## src/rtl/opfetch_stage.sv

```systemverilog
// Operand-fetch stage: resolves rs1/rs2 from RF / EX / WB, stalls on load-use,
// one-entry output register. Optional macro OPF_WB_BYPASS_EN enables WB forwarding.
module opfetch_stage (
    input  logic        s_clk_i,
    input  logic        s_reset_i,
    input  logic        s_flush_i,
    input  logic        s_id_valid_i,
    output logic        s_id_ready_o,
    input  logic [4:0]  s_id_rs1_i,
    input  logic [4:0]  s_id_rs2_i,
    input  logic [4:0]  s_id_rd_i,
    input  logic        s_id_we_i,
    output logic [4:0]  s_r_p1_add_o,
    output logic [4:0]  s_r_p2_add_o,
    input  logic [31:0] s_p1_val_i,
    input  logic [31:0] s_p2_val_i,
    input  logic        s_ex_we_i,
    input  logic        s_ex_ld_i,
    input  logic [4:0]  s_ex_add_i,
    input  logic [31:0] s_ex_val_i,
    input  logic        s_mawb_we_i,
    input  logic [4:0]  s_mawb_add_i,
    input  logic [31:0] s_mawb_val_i,
    output logic        s_op_valid_o,
    input  logic        s_op_ready_i,
    output logic [31:0] s_op_rs1_val_o,
    output logic [31:0] s_op_rs2_val_o,
    output logic [4:0]  s_op_rd_o,
    output logic        s_op_we_o,
    output logic [15:0] s_stall_cnt_o
);

    logic        rs1_nz, rs2_nz;
    logic        ex_fwd1, ex_fwd2;
    logic        ld_haz1, ld_haz2;
    logic        wb_hit1, wb_hit2;
    logic        hazard, accept, drain;
    logic [31:0] rs1_res, rs2_res;

    logic        op_valid_q, op_valid_d;
    logic [31:0] rs1_val_q, rs1_val_d;
    logic [31:0] rs2_val_q, rs2_val_d;
    logic [4:0]  rd_q, rd_d;
    logic        we_q, we_d;
    logic [15:0] stall_cnt_q, stall_cnt_d;

    assign s_r_p1_add_o = s_id_rs1_i;
    assign s_r_p2_add_o = s_id_rs2_i;

    assign rs1_nz  = (s_id_rs1_i != 5'd0);
    assign rs2_nz  = (s_id_rs2_i != 5'd0);
    assign ex_fwd1 = s_ex_we_i && !s_ex_ld_i && (s_ex_add_i == s_id_rs1_i);
    assign ex_fwd2 = s_ex_we_i && !s_ex_ld_i && (s_ex_add_i == s_id_rs2_i);
    assign ld_haz1 = rs1_nz && s_ex_we_i && s_ex_ld_i && (s_ex_add_i == s_id_rs1_i);
    assign ld_haz2 = rs2_nz && s_ex_we_i && s_ex_ld_i && (s_ex_add_i == s_id_rs2_i);
    assign wb_hit1 = s_mawb_we_i && (s_mawb_add_i == s_id_rs1_i);
    assign wb_hit2 = s_mawb_we_i && (s_mawb_add_i == s_id_rs2_i);

`ifdef OPF_WB_BYPASS_EN
    assign hazard = s_id_valid_i && (ld_haz1 || ld_haz2);
`else
    // Without the WB bypass, wait one cycle for the write to reach the RF
    // (only when EX is not already supplying that operand).
    logic wb_val_unused;
    assign wb_val_unused = ^s_mawb_val_i;
    assign hazard = s_id_valid_i && (ld_haz1 || ld_haz2 ||
                    (rs1_nz && wb_hit1 && !ex_fwd1) ||
                    (rs2_nz && wb_hit2 && !ex_fwd2));
`endif

    assign s_id_ready_o = !hazard && (!op_valid_q || s_op_ready_i) && !s_flush_i;
    assign accept       = s_id_valid_i && s_id_ready_o;
    assign drain        = op_valid_q && s_op_ready_i;

    always_comb begin
        rs1_res = s_p1_val_i;
        if (!rs1_nz)
            rs1_res = 32'd0;
        else if (ex_fwd1)
            rs1_res = s_ex_val_i;
`ifdef OPF_WB_BYPASS_EN
        else if (wb_hit1)
            rs1_res = s_mawb_val_i;
`endif
    end

    always_comb begin
        rs2_res = s_p2_val_i;
        if (!rs2_nz)
            rs2_res = 32'd0;
        else if (ex_fwd2)
            rs2_res = s_ex_val_i;
`ifdef OPF_WB_BYPASS_EN
        else if (wb_hit2)
            rs2_res = s_mawb_val_i;
`endif
    end

    always_comb begin
        op_valid_d = op_valid_q;
        rs1_val_d  = rs1_val_q;
        rs2_val_d  = rs2_val_q;
        rd_d       = rd_q;
        we_d       = we_q;
        // Flush wins; accept during drain replaces the entry without a bubble.
        if (s_flush_i)
            op_valid_d = 1'b0;
        else if (accept)
            op_valid_d = 1'b1;
        else if (drain)
            op_valid_d = 1'b0;
        if (accept) begin
            rs1_val_d = rs1_res;
            rs2_val_d = rs2_res;
            rd_d      = s_id_rd_i;
            we_d      = s_id_we_i;
        end
    end

    always_comb begin
        stall_cnt_d = stall_cnt_q;
        if (hazard && (stall_cnt_q != 16'hFFFF))
            stall_cnt_d = stall_cnt_q + 16'd1;
    end

    always_ff @(posedge s_clk_i) begin
        if (s_reset_i) begin
            op_valid_q  <= 1'b0;
            rs1_val_q   <= 32'd0;
            rs2_val_q   <= 32'd0;
            rd_q        <= 5'd0;
            we_q        <= 1'b0;
            stall_cnt_q <= 16'd0;
        end else begin
            op_valid_q  <= op_valid_d;
            rs1_val_q   <= rs1_val_d;
            rs2_val_q   <= rs2_val_d;
            rd_q        <= rd_d;
            we_q        <= we_d;
            stall_cnt_q <= stall_cnt_d;
        end
    end

    assign s_op_valid_o   = op_valid_q;
    assign s_op_rs1_val_o = rs1_val_q;
    assign s_op_rs2_val_o = rs2_val_q;
    assign s_op_rd_o      = rd_q;
    assign s_op_we_o      = we_q;
    assign s_stall_cnt_o  = stall_cnt_q;

endmodule

```

## config.mk

```make
export PLATFORM = sky130hd
export DESIGN_NAME = opfetch_stage
export DESIGN_NICKNAME = d
export VERILOG_FILES = /design/src/rtl/opfetch_stage.sv
export SDC_FILE = /design/constraint.sdc
export NUM_CORES = 1
export LEC_CHECK = 0
export CORE_ASPECT_RATIO = 0.7
export CORE_MARGIN = 5
export CORE_UTILIZATION = 35
export DETAILED_ROUTE_END_ITERATION = 16
export PLACE_DENSITY = 0.78
export SETUP_SLACK_MARGIN = 0.4
export SYNTH_ARGS = -nofsm -noshare
export SYNTH_HDL_FRONTEND = slang
export SYNTH_SLANG_ARGS = --single-unit
```

## constraint.sdc

```tcl
create_clock -name s_clk_i -period 2.2 [get_ports s_clk_i]
set_clock_uncertainty 0.15 [all_clocks]
set_input_delay 0.33 -clock s_clk_i [delete_from_list [all_inputs] [get_ports s_clk_i]]
set_output_delay 0.33 -clock s_clk_i [all_outputs]
set_load 0.02 [all_outputs]
```

Word-level counts from Yosys, hierarchy flattened:

Cells that the tools add are included.

* bits in registers: 87
* input port bits: 162
* output and inout bits: 98
* logic and storage cells: 53

* $add $sub $neg: 1
* equal/unequal tests: 5
* multiplexer cells: 6
* reductions and logical operators: 35

Operators with widths (number)
* $mux W32: 4
* $logic_and A1 B1 Y1: 21
* $eq A5 B5 Y1: 4
* $add A16 B1 Y16 const B: 1
* $ne A16 B16 Y1 const B: 1
* $reduce_bool A5 Y1: 2
* $logic_not A1 Y1: 6
* $logic_or A1 B1 Y1: 4
* $mux W1: 2
* $reduce_bool A2 Y1: 1
* $reduce_or A2 Y1: 1

Depth between registers and ports, before layout:

* word-level depth: 13
* gate-level depth with buffers: 10

Worst setup path after synthesis:

No wires, ideal clock.

* path kind: input to output
* from: input port s_ex_add_i[2]
* to: output port s_id_ready_o
* arrival: 2207 ps
* data required time: 1720 ps
* slack: -487 ps
* stages: 8
* buffers on the path: 1
* cell sequence: xnor2_1 > nand3_1 > or4_1 > buf_2 > a22oi_4 > nand2_1 > and2_1 > nor3_1

* longest elaborated chain between the ends: 10
* elaborated cells on any way between the ends: 17
* classes of those cells: eq/ne (2); reduce/logical (15)

RTL lines
* start, declared: line 19 `input logic [4:0] s_ex_add_i,`
* $eq A5 B5 Y1: line 52, 54
* $logic_and A1 B1 Y1: line 52 `assign ex_fwd1 = s_ex_we_i && !s_ex_ld_i && (s_ex_add_i == s_id_rs1_i);`
* $logic_not A1 Y1: line 67 `(rs1_nz && wb_hit1 && !ex_fwd1) ||`
* $logic_and A1 B1 Y1: line 67
* $logic_or A1 B1 Y1: line 66 `assign hazard = s_id_valid_i && (ld_haz1 || ld_haz2 ||`
* $logic_or A1 B1 Y1 *: line 67
* $logic_and A1 B1 Y1 *: line 66
* $logic_not A1 Y1 *: line 71 `assign s_id_ready_o = !hazard && (!op_valid_q || s_op_ready_i) && !s_flush_i;`
* $logic_and A1 B1 Y1 * (2 in a row): line 71
* end, declared: line 8 `output logic s_id_ready_o,`

Every way passes the cells marked *; elsewhere a longest branch is shown, timed or not.

Final worst setup path:

* from: input port s_id_rs2_i[0]
* to: register rd_q[3], in the netlist s_op_rd_o[3]

* longest elaborated chain between the ends: 12
* elaborated cells on any way between the ends: 19
* classes of those cells: eq/ne (2); reduce/logical (17)

RTL lines
* start, declared: line 10 `input logic [4:0] s_id_rs2_i,`
* $reduce_bool A5 Y1: line 51 `assign rs2_nz = (s_id_rs2_i != 5'd0);`
* $logic_and A1 B1 Y1 (3 in a row): line 55 `assign ld_haz2 = rs2_nz && s_ex_we_i && s_ex_ld_i && (s_ex_add_i == s_id_rs2_i);`
* $logic_or A1 B1 Y1 (2 in a row): line 66
* $logic_or A1 B1 Y1 *: line 67
* $logic_and A1 B1 Y1 *: line 66
* $logic_not A1 Y1 *: line 71
* $logic_and A1 B1 Y1 * (2 in a row): line 71
* $logic_and A1 B1 Y1 *: line 72 `assign accept = s_id_valid_i && s_id_ready_o;`
* end signal, assigned: line 138 `rd_q <= rd_d;`
* end, declared: line 43 `logic [4:0] rd_q, rd_d;`

Marked as above.
A chain may end at the register's enable or synchronous reset.

==> reports/metrics.yaml <==
dpl.cell_count: 842
cp_top_family: "simple AND/OR/NAND/NOR gates"
cts_buffers: 9
vdd_drop_max_uv: 378
p_per_area_nw_per_um2: 510
area_growth_pct: 90.3
most-common-layout-cells: "clkdlybuf4s50_1, dfxtp_1, mux2i_1"
fin_nets: 888
r2r_start: "s_stall_cnt_o[1]"
die_w_um: 146
hpwl_mm: 11.5
crit_required_ns: 2.25
cellLeakagePower_uw: 0.00437
layout-drive-gt1-share: 0.253
drc: 0
cts_tree: "yes"
ys_seq_elements: 87
crit_path_max_fanout: 12
drv_cap: 0
ys_seq_area_frac: 0.385
dr.pass1.iters: 5
drtIter0Drc: 245
overflow: 0
grt_pass1_vias: 5214
synth_area_leaders: "dfxtp_1, mux2i_1, nand3b_1"
io_pins: 260
finalNonFillerCells: 892
vias: 4864
rsz0062_at_grt: "true"
wl_mm: 18.8
grt_pass1_wl_mm: 28.9
ys_warn_count: 0
finalHoldViolCount: 0
port_buffers: 227
setup_slack_ns: -0.265
crit_arrival_ns: 2.51
final_common_cell: "clkdlybuf4s50_1"
hold_class: "reg2reg"
rows: 34
internal-power_uw: 3190
synthesis.area_sq_um: 4530
yosysTopAreaCell: "dfxtp_1"
async_reset_ff_frac: 0
start_kind: "input pin"
wl_per_cell_um: 21.1
clock-root-buffer: "clkbuf_16"
yosysTopAreaCellShare: 0.385
num-fill-cells: 909
syn_nets: 636
synth.avg_cell_area_sq_um: 9.57
utilization: 0.686
slowest_stage: "or4_4"
final.min_clock_period_ns: 2.46
cts_sinks: 87
regArea_sq_um: 1740
synth_edf_count: 0
slew_headroom: 0.596
syn_inst: 473
slowest_delay_ns: 0.58
die_y_um: 105
ant_nets: 0
multi_input_area_sq_um: 3130
crit_type: "in2reg"
place_congestion: 0.880
startpoint: "s_id_rs2_i[0]"
via_per_inst: 5.45
clk_latency_ns: 0.33
initial_utilization: 0.361
p_sw_uw: 1210
violations: "setup timing"
cp_cell_sequence: "buf_6, xnor2_2, nand3_2, or4_4, a22oi_4, buf_4, buf_6, nand4_4, buf_12, buf_12, buf_16, mux2i_1, nor2_1"
ys.flop_type: "dfxtp_1"
final_cell_area_sq_um: 8610
setup_viol: 78
fmax_ghz: 0.406
period_share: 1.12
p_comb_frac: 0.260
p_clk_frac: 0.357
switching_share: 0.274
track_usage: 0.232
antenna_found_initial: 0
seqPwrFrac: 0.383
synth_cell_type_count: 37
cts_max_level: 3
clkTransAtPathRegs_ns: 0.07
insertedDiodeCount: 0
place_ws_ns: -1.39
slew_viol_final: 0
grt_max_degree: 49
die_area_sq_um: 15300
clock_path_buffers: 2
hold_start: "s_op_rs2_val_o[31]"
worst_pin_slew_ns: 0.606
status: "finished, violations left"
crit_buf_inv: 6
place_area_sq_um: 7090
core_area_sq_um: 12500
setup-tns-final_ns: -13.46
end_kind: "register"
-- worst min-delay path, stage by stage (launching register included) --
cell and delay, ns:
dfxtp_1 0.31, nand3b_1 0.08, o31ai_1 0.06
-- path summary, 6_finish.rpt --
path | end | slack [ns] | cells after the start
worst max register to register | s_stall_cnt_o[8] | 0.07 | 10
worst max-delay path | s_op_rd_o[3] | -0.26 | 13
worst min-delay path | s_op_rs2_val_o[31] | 0.34 | 2
worst min register to register | s_op_rs2_val_o[31] | 0.34 | 2
-- stage by stage --
stage / hold WS (ns) / total power (uW)
3_3_place_gp: 0.320 / 2590
5_1_grt: 0.362 / 4550
3_5_place_dp: 0.325 / 2610
4_1_cts: 0.341 / 4370
6_report: 0.341 / 4400
2_1_floorplan: 0.259 / 2110
-- power by group through the flow --
stage	clock [uW]	sequential [uW]	combinational, uW
floorplan	0	1800	312
global placement	0	1710	877
detailed placement	0	1720	895
CTS	1600	1680	1090
global route	1660	1690	1200
finish	1570	1680	1150
-- state kept, by name, summed over array words and instances, names as in the netlist --
name            cells
s_stall_cnt_o      16
s_op_valid_o        1
s_op_rs2_val_o     32
s_op_rs1_val_o     32
s_op_we_o           1
s_op_rd_o           5
-- cells in the mapped netlist (2+ instances only) --
| master | instances |
|---|---|
| a21o_1 | 5 |
| or4_1 | 2 |
| nand4_1 | 5 |
| mux2_1 | 6 |
| nand2_1 | 7 |
| mux2i_1 | 71 |
| o31ai_1 | 64 |
| nand3_1 | 14 |
| nor2_1 | 22 |
| or2_1 | 2 |
| buf_4 | 10 |
| dfxtp_1 | 87 |
| xor2_1 | 6 |
| a21oi_1 | 7 |
| and3_1 | 7 |
| clkbuf_1 | 32 |
| nand2b_1 | 2 |
| nor3_1 | 5 |
| nand3b_1 | 64 |
| a311oi_1 | 2 |
| xnor2_1 | 15 |
| buf_2 | 9 |
| and2_1 | 3 |
| inv_1 | 5 |
| nor4_1 | 2 |
| nor2b_1 | 8 |
-- final cells by class --
cell class,instances,area share
Clock buffer,11,0.0282
Timing Repair Buffer,292,0.373
Clock inverter,5,0.00770
Inverter,5,0.00218
Tap cell,162,0.0235
Sequential cell,87,0.202
Multi-Input combinational cell,330,0.364
-- timing repair --
action / in CTS / in global routing
hold buffers: 0 / 0
setup buffers: 18 / 4
setup endpoints to repair: 117 / 129
cloned: 12 / 0
gates resized for setup: 196 / 87
pin swaps: 24 / 20
-- cell families (layout without fill, tap and decap cells) --
group / after synthesis / count (layout) / synth area share
AND/OR/NAND/NOR: 146 / 146 / 0.201
XOR/XNOR: 21 / 21 / 0.0406
AO/OA/AOI/OAI: 85 / 85 / 0.142
multiplexers: 77 / 77 / 0.172
flip-flops: 87 / 87 / 0.385
buffers and inverters: 56 / 313 / 0.0572
adder cells (fa/ha/maj): 1 / 1 / 0.00276
-- per-layer routing --
metal | track usage | vias to the layer above | part of all wire
li1 | - | 2261 | -
met1 | 0.282 | 2403 | 0.42
met2 | 0.405 | 181 | 0.50
met3 | 0.0731 | 19 | 0.068
met4 | 0.0501 | 0 | 0.0093
met5 | 0 | - | 0
No activity file was read; power rests on OpenSTA's default activity.
